`src/rtl/sbox_pipe.sv`:
```
// sbox_pipe: three-stage, multi-lane AES S-box (SubBytes, optionally InvSubBytes) with valid/ready flow.
// Define SBOX_INV_EN to build in the inverse mode; otherwise every word is processed forward.
module sbox_pipe #(
  parameter int LANES = 4
) (
  input  logic               clk,
  input  logic               rst,
  input  logic               in_valid,
  output logic               in_ready,
  input  logic               in_mode,
  input  logic [8*LANES-1:0] in_data,
  output logic               out_valid,
  input  logic               out_ready,
  output logic               out_mode,
  output logic [8*LANES-1:0] out_data
);

  // GF(2^8) multiply modulo x^8+x^4+x^3+x+1
  function automatic logic [7:0] gf_mul(input logic [7:0] a, input logic [7:0] b);
    logic [7:0] acc;
    logic [7:0] sh;
    acc = 8'h00;
    sh  = a;
    for (int i = 0; i < 8; i++) begin
      if (b[i]) acc = acc ^ sh;
      sh = {sh[6:0], 1'b0} ^ (sh[7] ? 8'h1B : 8'h00);
    end
    return acc;
  endfunction

  function automatic logic [7:0] gf_sq(input logic [7:0] a);
    return gf_mul(a, a);
  endfunction

  function automatic logic [7:0] affine_fwd(input logic [7:0] b);
    logic [7:0] r;
    r = 8'h00;
    for (int i = 0; i < 8; i++)
      r[i] = b[i] ^ b[(i + 4) % 8] ^ b[(i + 5) % 8] ^ b[(i + 6) % 8] ^ b[(i + 7) % 8];
    return r ^ 8'h63;
  endfunction

`ifdef SBOX_INV_EN
  function automatic logic [7:0] affine_inv(input logic [7:0] b);
    logic [7:0] r;
    r = 8'h00;
    for (int i = 0; i < 8; i++)
      r[i] = b[(i + 2) % 8] ^ b[(i + 5) % 8] ^ b[(i + 7) % 8];
    return r ^ 8'h05;
  endfunction
`endif

  // First half of x^254: returns {x^14, x^240}; x^240 * x^14 finishes the inverse.
  function automatic logic [15:0] inv_half(input logic [7:0] x);
    logic [7:0] x2, x3, x12, x14, x15, x240;
    x2   = gf_sq(x);
    x3   = gf_mul(x2, x);
    x12  = gf_sq(gf_sq(x3));
    x14  = gf_mul(x12, x2);
    x15  = gf_mul(x12, x3);
    x240 = gf_sq(gf_sq(gf_sq(gf_sq(x15))));
    return {x14, x240};
  endfunction

  logic               v1, v2, v3;
  logic               ld1, ld2, ld3;
  logic [8*LANES-1:0] d1;
  logic [8*LANES-1:0] x14_r, x240_r;
  logic [8*LANES-1:0] s1_next, s2_x14, s2_x240, s3_next;

`ifdef SBOX_INV_EN
  logic m1, m2, m3;
`else
  logic unused_mode;
  assign unused_mode = in_mode;
`endif

  // Each stage may load when empty or when its current word moves on this cycle.
  assign ld3       = ~v3 | out_ready;
  assign ld2       = ~v2 | ld3;
  assign ld1       = ~v1 | ld2;
  assign in_ready  = ld1;
  assign out_valid = v3;

  always_comb begin
    s1_next = in_data;
    s2_x14  = '0;
    s2_x240 = '0;
    s3_next = '0;
    for (int k = 0; k < LANES; k++) begin
`ifdef SBOX_INV_EN
      s1_next[8*k +: 8] = in_mode ? affine_inv(in_data[8*k +: 8]) : in_data[8*k +: 8];
`endif
      {s2_x14[8*k +: 8], s2_x240[8*k +: 8]} = inv_half(d1[8*k +: 8]);
`ifdef SBOX_INV_EN
      s3_next[8*k +: 8] = m2 ? gf_mul(x240_r[8*k +: 8], x14_r[8*k +: 8])
                             : affine_fwd(gf_mul(x240_r[8*k +: 8], x14_r[8*k +: 8]));
`else
      s3_next[8*k +: 8] = affine_fwd(gf_mul(x240_r[8*k +: 8], x14_r[8*k +: 8]));
`endif
    end
  end

  // Data registers only capture when a valid word enters, so stalled or empty stages hold their contents.
  always_ff @(posedge clk) begin
    if (rst) begin
      v1       <= 1'b0;
      v2       <= 1'b0;
      v3       <= 1'b0;
      d1       <= '0;
      x14_r    <= '0;
      x240_r   <= '0;
      out_data <= '0;
`ifdef SBOX_INV_EN
      m1       <= 1'b0;
      m2       <= 1'b0;
      m3       <= 1'b0;
`endif
    end else begin
      if (ld1) begin
        v1 <= in_valid;
        if (in_valid) begin
          d1 <= s1_next;
`ifdef SBOX_INV_EN
          m1 <= in_mode;
`endif
        end
      end
      if (ld2) begin
        v2 <= v1;
        if (v1) begin
          x14_r  <= s2_x14;
          x240_r <= s2_x240;
`ifdef SBOX_INV_EN
          m2     <= m1;
`endif
        end
      end
      if (ld3) begin
        v3 <= v2;
        if (v2) begin
          out_data <= s3_next;
`ifdef SBOX_INV_EN
          m3       <= m2;
`endif
        end
      end
    end
  end

`ifdef SBOX_INV_EN
  assign out_mode = m3;
`else
  assign out_mode = 1'b0;
`endif

endmodule

```
`config.mk`:
```
export PLATFORM = sky130hd
export DESIGN_NAME = sbox_pipe
export DESIGN_NICKNAME = d
export VERILOG_FILES = /design/src/rtl/sbox_pipe.sv
export SDC_FILE = /design/constraint.sdc
export NUM_CORES = 2
export LEC_CHECK = 0
export BUFFER_PORTS_ARGS = -buffer_cell sky130_fd_sc_hd__buf_2
export CAP_MARGIN = 5
export CORE_MARGIN = 4
export CORE_UTILIZATION = 30
export DETAILED_ROUTE_END_ITERATION = 8
export PLACE_DENSITY_LB_ADDON = 0.25
export RECOVER_POWER = 50
export SLEW_MARGIN = 15
export SYNTH_ARGS = -nofsm -noshare
export SYNTH_HDL_FRONTEND = slang
export SYNTH_SLANG_ARGS = --single-unit
```
`constraint.sdc`:
```
create_clock -name clk -period 24.5 [get_ports clk]
set_clock_uncertainty 0.1 [all_clocks]
set_input_delay 0 -clock clk [delete_from_list [all_inputs] [get_ports clk]]
set_output_delay 0 -clock clk [all_outputs]
set_load 0.005 [all_outputs]
```
==> flow_summary.toml <==
[grt]
grt_overflow = 0
antenna_found_initial = 2
grt_pass1_vias = 36000
grt_pass1_wl_mm = 201
grt_usage = 0.160
grt_max_degree = 74

[synthesis]
muxShareOfSynthArea = 0.0464
synthFlopType = "dfxtp_1"
yosysMostFrequentCell = "xnor2_1"
synth-seq-cells = 131
synth_edf_count = 0
ys_types = 112
async_reset_ff_frac = 0
synth-compound-area-share = 0.157
synth_area_leader_cell = "xnor2_1"
yosys.area_share.simple = 0.200
synth_fp_nets = 5939
synth_common_cells = "1237 x xnor2_1, 933 x nand2_1, 563 x nor2_1, 374 x xor2_1, 347 x a21oi_1"
synthXorXnorAreaFrac = 0.476
ys_top_cells_by_area = "xnor2_1 25%, xnor3_1 9.8%, nand2_1 8.1%"
ys_warn_count = 0
syn_avg_cell_area_um2 = 7.40
yosys.area.top_type_share = 0.249
synth_cells = 5874
syn_area_um2 = 43500
ys_seq_area_frac = 0.0603
synth_top_family_by_area = "XOR/XNOR gates"
synth_adder_area_share = 0.00806

[routing]
drtIter0Drc = 2674
vias_per_cell = 5.04
antenna_left = 0
wl_mm = 125
drc_errors = 0
drtPass1Iterations = 9
via_count = 38600
avgRoutedWirePerCell_um = 16.3

[critical_path]
worst-endpoint-arrival_ns = 17.30
cp-end-kind = "flop"
cpMaxStageDelayCell = "dfxtp_1"
startpoint_type = "flop"
path_max_fanout = 25
max_stage_delay_ns = 1.01
crit_required_ns = 24.75
path_class = "reg2reg"
cpMostUsedCell = "xnor2_1"

[timing]
period_share = 0.696
clock.fmax_ghz = 0.0587
fin_tns_setup_ns = 0
min_period_ns = 17.05
setup_viol = 0
rsz0062_at_grt = "no"
drv_slew = 33
hold_viol_final = 0
worst_pin_slew_ns = 1.69
slew_headroom = -0.124

[layout]
regArea_um2 = 2620
fin_util = 0.326
multiInputGateArea_um2 = 38700
final.fill_count = 15400
area_delta_synth_final_pct = 7.85
nNetsFinal = 5814
drive_gt1_frac = 0.0699

[outcome]
violations = "max-capacitance violations, max-slew violations"
status = "finished with violations"

[cts]
clk_pin_slew_worst_paths_ns = 0.07
numCtsBuffers = 17
cts_resized = 0
cts_tree = "built"
htreeDepth = 4
clk_latency_ns = 0.51
clk_path_buf_depth = 2
clock-sinks = 131
cts-root-buf = "clkbuf_16"

[floorplanning]
placementRows = 139
die_h_um = 389
start_util = 0.302
die_area_um2 = 151000
coreArea_um2 = 144000
die_x_um = 389
ios = 72

[job]
max-cap-violations = 1

[hold_path]
hold_path_class = "in2reg"

[placed_design]
gp_congestion = 0.850
portBuffers = 69
dp_hpwl_mm = 89.0
worst paths after layout:
check                            start                   endpoint  slack, ns  depth (start not counted)
min reg2reg  out_data[21]$_SDFFE_PP0P_  out_data[21]$_SDFFE_PP0P_       0.35                          2
max reg2reg        d1[19]$_SDFFE_PP0P_    x240_r[18]$_SDFFE_PP0P_       7.45                         52
min                        in_data[19]        d1[19]$_SDFFE_PP0P_       0.18                          4
max                d1[19]$_SDFFE_PP0P_    x240_r[18]$_SDFFE_PP0P_       7.45                         52
layout by cell type, fill, tap and decap left out, types with 20 or more instances in the layout:
cell / count
nand2b_1: 57
ha_1: 28
nor2_1: 563
a21oi_1: 347
o211ai_1: 36
nand3_1: 94
a31oi_1: 30
xnor3_1: 189
a22oi_1: 50
mux2i_1: 162
dfxtp_1: 131
a211oi_1: 56
clkbuf_1: 26
xnor2_2: 59
o22ai_1: 56
and3_1: 27
o21ai_0: 186
nor2b_1: 51
inv_1: 103
xor2_1: 371
or3_1: 20
mux2_2: 34
nand2_1: 932
buf_4: 140
nor3_1: 110
o221ai_1: 33
xnor2_1: 1220
dlygate4sd3_1: 68
and2_1: 34
buf_2: 42
xor3_1: 38
final cells by class:
type / count / area share
well taps: 1903 / 0.0508
repair buffers: 276 / 0.0435
flip-flops and latches: 131 / 0.0560
multi-input cells: 5199 / 0.827
clock inverters: 15 / 0.00387
clock buffers: 17 / 0.00908
inverters: 124 / 0.00998
diodes: 2 / 0.000107
timing repair:
action | in CTS | in global routing
endpoints found under the hold margin | 61 | 0
hold buffers | 68 | 0
buffers inserted | 0 | 0
registers in the layout, summed over array words and instances, names as in the netlist:
signal     flops
d1            32
out_valid      1
out_data      32
x14_r         32
x240_r        32
v2             1
v1             1
routing by layer:
layer,global-route usage,wire length [um]
met5,0,0
met2,0.262,56800
met4,0.0273,1520
met3,0.0152,5160
met1,0.230,61600
cells by family after synthesis:
group / after synthesis
xor+xnor: 1913
flops: 131
mux: 197
compound gates: 1050
buf+inv: 544
simple gates: 2010
other cells: 1
fa+ha+maj: 28
critical path, delay by kind of cell, from the launching register on:
family          cells  cell delay (ns)
xor+xnor           27            10.24
compound gates      4             0.71
flops               1             1.01
simple gates       11             1.41
fa+ha+maj           5             2.12
buf+inv             5             1.26
metrics by stage:
step                      cell area [um2]  instances  hold WS, ns  setup WS (ns)
after floorplan                     43500       5874       0.0360           9.82
after global placement              45600       7565        0.141           7.61
after detailed placement            45600       7565        0.148           7.52
after CTS                           46900       7665        0.128           7.40
after global routing                46900       7665        0.172           6.18
final                               46900       7667        0.177           7.45
Power is not shown: default switching activity piles up to over one toggle a cycle in this logic, so the estimate is an artifact.
